$ cat src/rtl/vedic_pkg.sv
// Shared constants and helpers for the Vedic multiplier operand path.
package vedic_pkg;
  localparam int OPW            = 9;
  localparam int MAX_PIPE_DEPTH = 16;

  // Width of a counter that can hold every value 0..depth inclusive.
  function automatic int occ_width(input int depth);
    return $clog2(depth + 1);
  endfunction
endpackage

$ cat src/rtl/vedic_pipe_stage.sv
// One register slice of the operand pipe: a valid bit plus an (a, b) pair.
// Data loads only when a valid pair arrives, so bubbles do not toggle it.
module vedic_pipe_stage
  import vedic_pkg::*;
#(
  parameter int WIDTH = OPW
) (
  input  logic             clk,
  input  logic             rst,
  input  logic             up_valid,
  input  logic [WIDTH-1:0] up_a,
  input  logic [WIDTH-1:0] up_b,
  input  logic             en,
  output logic             vld,
  output logic [WIDTH-1:0] a,
  output logic [WIDTH-1:0] b
);

  always_ff @(posedge clk or posedge rst) begin
    if (rst) begin
      vld <= 1'b0;
      a   <= '0;
      b   <= '0;
    end else if (en) begin
      vld <= up_valid;
      if (up_valid) begin
        a <= up_a;
        b <= up_b;
      end
    end
  end

endmodule

$ cat src/rtl/vedic_operand_pipe.sv
// Elastic DEPTH-stage buffer for multiplier operand pairs with bubble collapse,
// synchronous flush and a registered occupancy count.
module vedic_operand_pipe
  import vedic_pkg::*;
#(
  parameter int WIDTH = OPW,
  parameter int DEPTH = 4
) (
  input  logic                        clk,
  input  logic                        rst,
  input  logic                        in_valid,
  output logic                        in_ready,
  input  logic [WIDTH-1:0]            in_a,
  input  logic [WIDTH-1:0]            in_b,
  output logic                        out_valid,
  input  logic                        out_ready,
  output logic [WIDTH-1:0]            out_a,
  output logic [WIDTH-1:0]            out_b,
  input  logic                        flush,
  output logic [occ_width(DEPTH)-1:0] occupancy
);

  localparam int OCCW = occ_width(DEPTH);

  if (DEPTH < 1 || DEPTH > MAX_PIPE_DEPTH) begin : g_bad_depth
    $error("vedic_operand_pipe: DEPTH out of range 1..16");
  end

  logic [DEPTH-1:0] w_vld;
  logic [DEPTH-1:0] w_en;
  logic [DEPTH-1:0] w_stage_en;
  logic [DEPTH-1:0] w_up_valid;
  logic [WIDTH-1:0] w_a    [DEPTH];
  logic [WIDTH-1:0] w_b    [DEPTH];
  logic [WIDTH-1:0] w_up_a [DEPTH];
  logic [WIDTH-1:0] w_up_b [DEPTH];
  logic             w_accept;
  logic             w_emit;
  logic [OCCW-1:0]  r_occ;

  // Ready ripples from the output side: a stage may load if empty or if the
  // stage downstream of it is loading this cycle.
  always_comb begin
    w_en = '0;
    w_en[DEPTH-1] = !w_vld[DEPTH-1] || out_ready;
    for (int i = DEPTH - 2; i >= 0; i--) begin
      w_en[i] = !w_vld[i] || w_en[i+1];
    end
  end

  assign in_ready = w_en[0] && !flush;
  assign w_accept = in_valid && in_ready;
  assign w_emit   = out_valid && out_ready;

  for (genvar gi = 0; gi < DEPTH; gi++) begin : g_stage
    if (gi == 0) begin : g_first
      assign w_up_valid[gi] = w_accept;
      assign w_up_a[gi]     = in_a;
      assign w_up_b[gi]     = in_b;
    end else begin : g_inner
      assign w_up_valid[gi] = w_vld[gi-1] && !flush;
      assign w_up_a[gi]     = w_a[gi-1];
      assign w_up_b[gi]     = w_b[gi-1];
    end

    // Flush forces every stage to load an invalid token; data registers hold.
    assign w_stage_en[gi] = w_en[gi] || flush;

    vedic_pipe_stage #(
      .WIDTH(WIDTH)
    ) u_stage (
      .clk     (clk),
      .rst     (rst),
      .up_valid(w_up_valid[gi]),
      .up_a    (w_up_a[gi]),
      .up_b    (w_up_b[gi]),
      .en      (w_stage_en[gi]),
      .vld     (w_vld[gi]),
      .a       (w_a[gi]),
      .b       (w_b[gi])
    );
  end

  always_ff @(posedge clk or posedge rst) begin
    if (rst) begin
      r_occ <= '0;
    end else if (flush) begin
      r_occ <= '0;
    end else begin
      r_occ <= r_occ + OCCW'(w_accept) - OCCW'(w_emit);
    end
  end

  assign out_valid = w_vld[DEPTH-1];
  assign out_a     = w_a[DEPTH-1];
  assign out_b     = w_b[DEPTH-1];
  assign occupancy = r_occ;

  a_occ_matches_vld: assert property (@(posedge clk) disable iff (rst)
    occupancy == OCCW'($countones(w_vld)));

  a_out_stable_stall: assert property (@(posedge clk) disable iff (rst)
    (out_valid && !out_ready && !flush) |=> (out_valid && $stable(out_a) && $stable(out_b)));

  a_upstream_hold: assert property (@(posedge clk) disable iff (rst)
    (in_valid && !in_ready && !flush) |=> (in_valid && $stable(in_a) && $stable(in_b)));

endmodule

$ cat config.mk
export PLATFORM = sky130hd
export DESIGN_NAME = vedic_operand_pipe
export DESIGN_NICKNAME = d
export VERILOG_FILES = /design/src/rtl/vedic_pkg.sv /design/src/rtl/vedic_pipe_stage.sv /design/src/rtl/vedic_operand_pipe.sv
export SDC_FILE = /design/constraint.sdc
export NUM_CORES = 1
export LEC_CHECK = 0
export CAP_MARGIN = 20
export CELL_PAD_IN_SITES_DETAIL_PLACEMENT = 2
export CELL_PAD_IN_SITES_GLOBAL_PLACEMENT = 2
export CORE_UTILIZATION = 41
export CTS_CLUSTER_SIZE = 10
export DETAILED_ROUTE_END_ITERATION = 8
export PLACE_DENSITY_LB_ADDON = 0.1
export REMOVE_ABC_BUFFERS = 1
export SETUP_SLACK_MARGIN = 0.4
export SYNTH_ARGS = -nofsm -noshare
export SYNTH_HDL_FRONTEND = slang
export SYNTH_SLANG_ARGS = --single-unit
$ cat constraint.sdc
create_clock -name clk -period 6.16 [get_ports clk]
set_clock_uncertainty 0.2 [all_clocks]
set_input_delay 1.848 -clock clk [delete_from_list [all_inputs] [get_ports clk]]
set_output_delay 1.848 -clock clk [all_outputs]
set_load 0.02 [all_outputs]
# ---- Word level (Yosys, flattened, before mapping)
# Cells that the tools add are included.
dict set report op_classes {
  addsub 2
  mux 1
  n_reduce_logical 23
}
# cell count
set ops {}
lappend ops {{$logic_or 1x1->1} 8}
lappend ops {{$reduce_and 2->1} 4}
lappend ops {{$logic_and 1x1->1} 6}
lappend ops {{$logic_not 1->1} 5}
lappend ops {{$add 3x1->3} 1}
lappend ops {{$mux 3} 1}
lappend ops {{$sub 3x1->3} 1}
dict set report totals {
  ff_bits 79
  input_bits 23
  output_inout_bits 23
  wordCells 39
}

# ---- Logic depth before layout (Yosys ltp)
# Gate-level depths: netlist of the first run.
dict set report depth {
  ltp_word 10
  depth_mapped 12
  ltp_nobuf 10
}

# ---- By module
# Synthesis of the first run repeated with hierarchy kept, for this count alone.
dict set report hier_totals {
  hier_cells 196
  hier_area_um2 3274.4
}
# mod n_inst cells_per_inst area_each_um2 seq_area_each_um2
set modules_own_cells {}
lappend modules_own_cells {vedic_pipe_stage 4 42 750.7 475.5}
lappend modules_own_cells {vedic_operand_pipe 1 28 271.5 75.1}

# ---- Worst setup path before layout of the first run
# Ideal clock, no wire load.
dict set report synth_path {
  kind {input to output}
  from {input port out_ready}
  to {output port in_ready}
  arrival_ps 2512
  required_time_ps 4112
  slack_ps 1600
  cell_stages 3
  path_cell_list {and4b_1 > buf_6 > a21oi_1}
}
dict set report synth_via {
  elab_chain_cells 5
}
# item line
set synth_lines {}
lappend synth_lines {{start, declared} vedic_operand_pipe.sv:16} ;# input logic out_ready,
lappend synth_lines {{$logic_or 1x1->1} vedic_operand_pipe.sv:45} ;# w_en[DEPTH-1] = !w_vld[DEPTH-1] || out_ready;
lappend synth_lines {{$logic_or 1x1->1 (3 in a row)} vedic_operand_pipe.sv:47} ;# w_en[i] = !w_vld[i] || w_en[i+1];
lappend synth_lines {{$logic_and 1x1->1} vedic_operand_pipe.sv:51} ;# assign in_ready = w_en[0] && !flush;
lappend synth_lines {{end, declared} vedic_operand_pipe.sv:12} ;# output logic in_ready,
# Every way passes these cells.

# ---- Worst setup path in the final report of the first run
# Ends and elaborated chain as after synthesis.

==> results of run 1 <==
==> worst reg2reg max path: cells and delay by family, from the launching register on <==
kind / cells / cell delay (ns)
adders and majority gates: 3 / 0.80
buffers and inverters: 4 / 0.51
DFF: 1 / 0.43
and+or+nand+nor: 2 / 0.36
xor gates and xnor gates: 1 / 0.18
AOI/OAI and AO/OA: 1 / 0.17
==> worst max-delay path by stage <==
stage                          from  endpoint  cells after the start
after CTS                 out_ready  in_ready                      4
after floorplan           out_ready  in_ready                      2
after global placement    out_ready  in_ready                      4
after detailed placement  out_ready  in_ready                      4
final                     out_ready  in_ready                      4
after global routing      out_ready  in_ready                      4
==> cell usage after synthesis <==
library cell | n | area (sq um)
dfrtp_1 | 79 | 1980
mux2_2 | 62 | 698
mux2_4 | 10 | 150
nor2_1 | 8 | 30.0
inv_1 | 5 | 18.8
buf_2 | 4 | 20.0
a21oi_1 | 3 | 15.0
buf_6 | 2 | 22.5
ha_1 | 2 | 25.0
nor2b_1 | 2 | 12.5
a211o_2 | 1 | 10.0
a21oi_2 | 1 | 8.76
and2_1 | 1 | 6.26
and4b_1 | 1 | 10.0
buf_12 | 1 | 20.0
buf_4 | 1 | 7.51
clkbuf_1 | 1 | 3.75
fa_1 | 1 | 20.0
nand2b_1 | 1 | 6.26
nor3b_1 | 1 | 7.51
or3b_1 | 1 | 8.76
xnor2_1 | 1 | 8.76
xor2_1 | 1 | 8.76
==> logic make-up (layout without fill, tap and decap cells) <==
kind of cell / count (synthesis) / after routing
muxes: 72 / 72
DFF: 79 / 79
and+or+nand+nor: 15 / 15
adders and majority gates: 3 / 3
AOI/OAI and AO/OA: 5 / 5
buffers and inverters: 14 / 70
xor gates and xnor gates: 2 / 2
==> sequential cells by signal, summed over array words and instances (netlist names) <==
signal and count:
g_stage.u_stage.vld 4, occupancy 3, g_stage.u_stage.a 36, g_stage.u_stage.b 36
==> stage by stage <==
stage	power (mW)	util (%)	instances	area (sq um)	hold slack (ns)
2_1_floorplan	0.945	-	181	3020	0.274
3_3_place_gp	1.08	49.8	329	3630	0.282
3_5_place_dp	1.12	49.8	329	3630	0.291
4_1_cts	1.48	52.4	345	3820	0.313
5_1_grt	1.54	52.4	345	3820	0.331
6_report	1.46	52.4	345	3820	0.309
==> layout make-up <==
class	count	area share, %
tap	99	3.24
clock inverter	6	1.34
clock buffer	10	3.60
multi-input combinational	97	27.0
sequential	79	51.7
timing repair buffer	49	12.6
inverter	5	0.524
==> power by group <==
group / switching (mW) / internal, mW / leakage (nW)
clock: 0.197 / 0.163 / 0.0939
combinational: 0.142 / 0.213 / 0.645
sequential: 0.0767 / 0.664 / 0.974
==> per-layer routing <==
metal  global-route usage [%]  vias to the layer above  routed length (microns)  part of all wire [%]
met5                        0                        -                        0                     0
met3                     3.97                        7                      213                   3.5
met2                     29.6                       34                     3160                    52
met4                     7.92                        0                       81                   1.3
li1                         -                      756                        -                     -
met1                     22.3                      878                     2580                    43
==> reports/results.ini, run 1 <==
[outcome]
status = complete, no violations

[grt]
grt_max_degree = 41
antenna_found_initial = 0
track_usage_pct = 17.7
grt_pass1_wl_microns = 9960
grt-ovfl-total = 0
grt_pass1_vias = 1943

[cts]
hold_buffers = 0
cts_tree = built
h-tree-depth = 3
cts_sinks = 79
clk_latency_ns = 0.35
clkTransAtPathRegs_ns = 0.08
numCtsBuffers = 9
post_cts_buffers = 0
cts_resized = 0
clk_path_buf_depth = 2
cts-root-buf = clkbuf_8

[yosys]
synth_area_sq_um = 3100
synth_top_family_by_area = multiplexers
synthMuxAreaShare_pct = 27.4
synth-simple-area-share_pct = 2.63
syn_area_per_cell_sq_um = 16.3
synth_compound_area_share_pct = 1.09
synthCells = 190
yosys_warnings = 0
yosysSeqAreaShare_pct = 63.9
synth_fa_ha_area_share_pct = 1.46
synth_seq_cells = 79
synthDistinctLibCells = 23
synth-xor-area-share_pct = 0.566

[hold_path]
whs_path_depth = 1
min-delay-start = g_stage[1].u_stage.a[8]
min_path_type = reg2reg
min_to = g_stage[1].u_stage.a[8]

[final_layout]
final_common_cell = dfrtp_1
layout.area.seq_sq_um = 1980
diodes = 0
multi_input_area_sq_um = 1030
layout.nets = 267
fill_cells = 693
final_cell_mix = 79 x dfrtp_1, 62 x mux2_2, 45 x clkdlybuf4s50_1
syn2layout_area_growth_pct = 23.4
drive_gt1_share_pct = 39.0

[detailed_routing]
num_vias = 1675
drcViolationCount = 0
drt-total-wl_microns = 6040
ant_nets = 0
first_iter_violations = 39
drt-wirelength-per-cell_microns = 17.5
drtPass1Iterations = 2
via_per_inst = 4.86

[timing]
rsz0062_at_grt = no
relSlewSlack_pct = 52.4
finalSetupViolCount = 0
tns_ns = 0
setup_ws_ns = 0.686
finalHoldViolations = 0
fmax_mhz = 183
period_share_pct = 88.9
report.final.slew_viol_count = 0
fin_crit_ns = 5.47
tightest_slew_ns = 0.714

[die]
start_util_pct = 42.5
die_h_microns = 88.9
row_count = 31
die_w_microns = 88.9
dieArea_sq_um = 7900
coreArea_sq_um = 7290
ios = 46

[power]
ir_drop_mv = 0.212
powerDensity_nw_per_um2 = 381
p_leak_nw = 1.71

[setup_path]
critical_path_arrival_ns = 3.43
reg2reg_setup_slack_ns = 3.38
start_kind = input pin
r2r_cells = 11
timing.rr.start = g_stage[2].u_stage.vld
max_stage_delay_ns = 0.63
crit_type = in2out
critPathTopFamily = buffers and inverters
required_ns = 4.11
cp_num_buf_inv = 2
cp_max_fo = 5
endpoint_kind = output pin
r2r_end = occupancy[2]
cpMostUsedCell = clkdlybuf4s50_1
crit_path_top_delay_cell = clkdlybuf4s50_1
path_cells = clkdlybuf4s50_1 > and4b_1 > a21oi_1 > clkdlybuf4s50_1

[placement]
numPortBuffers = 45
dpl.hpwl_microns = 4150
dp_slack_ns = 0.687
place.gp.congestion = 0.679

[flow_run]
drv_cap = 0

Note: power is estimated with default switching activity, not from simulation.
==> run 2, diff against run 1 <==
--- a/config.mk
+++ b/config.mk
@@ -14,6 +14,7 @@
 export PLACE_DENSITY_LB_ADDON = 0.1
 export REMOVE_ABC_BUFFERS = 1
 export SETUP_SLACK_MARGIN = 0.4
+export SKIP_CTS_REPAIR_TIMING = 1
 export SYNTH_ARGS = -nofsm -noshare
 export SYNTH_HDL_FRONTEND = slang
 export SYNTH_SLANG_ARGS = --single-unit
==> results of run 2 <==
Final layout, timing and power as in run 1 (identical DEF).
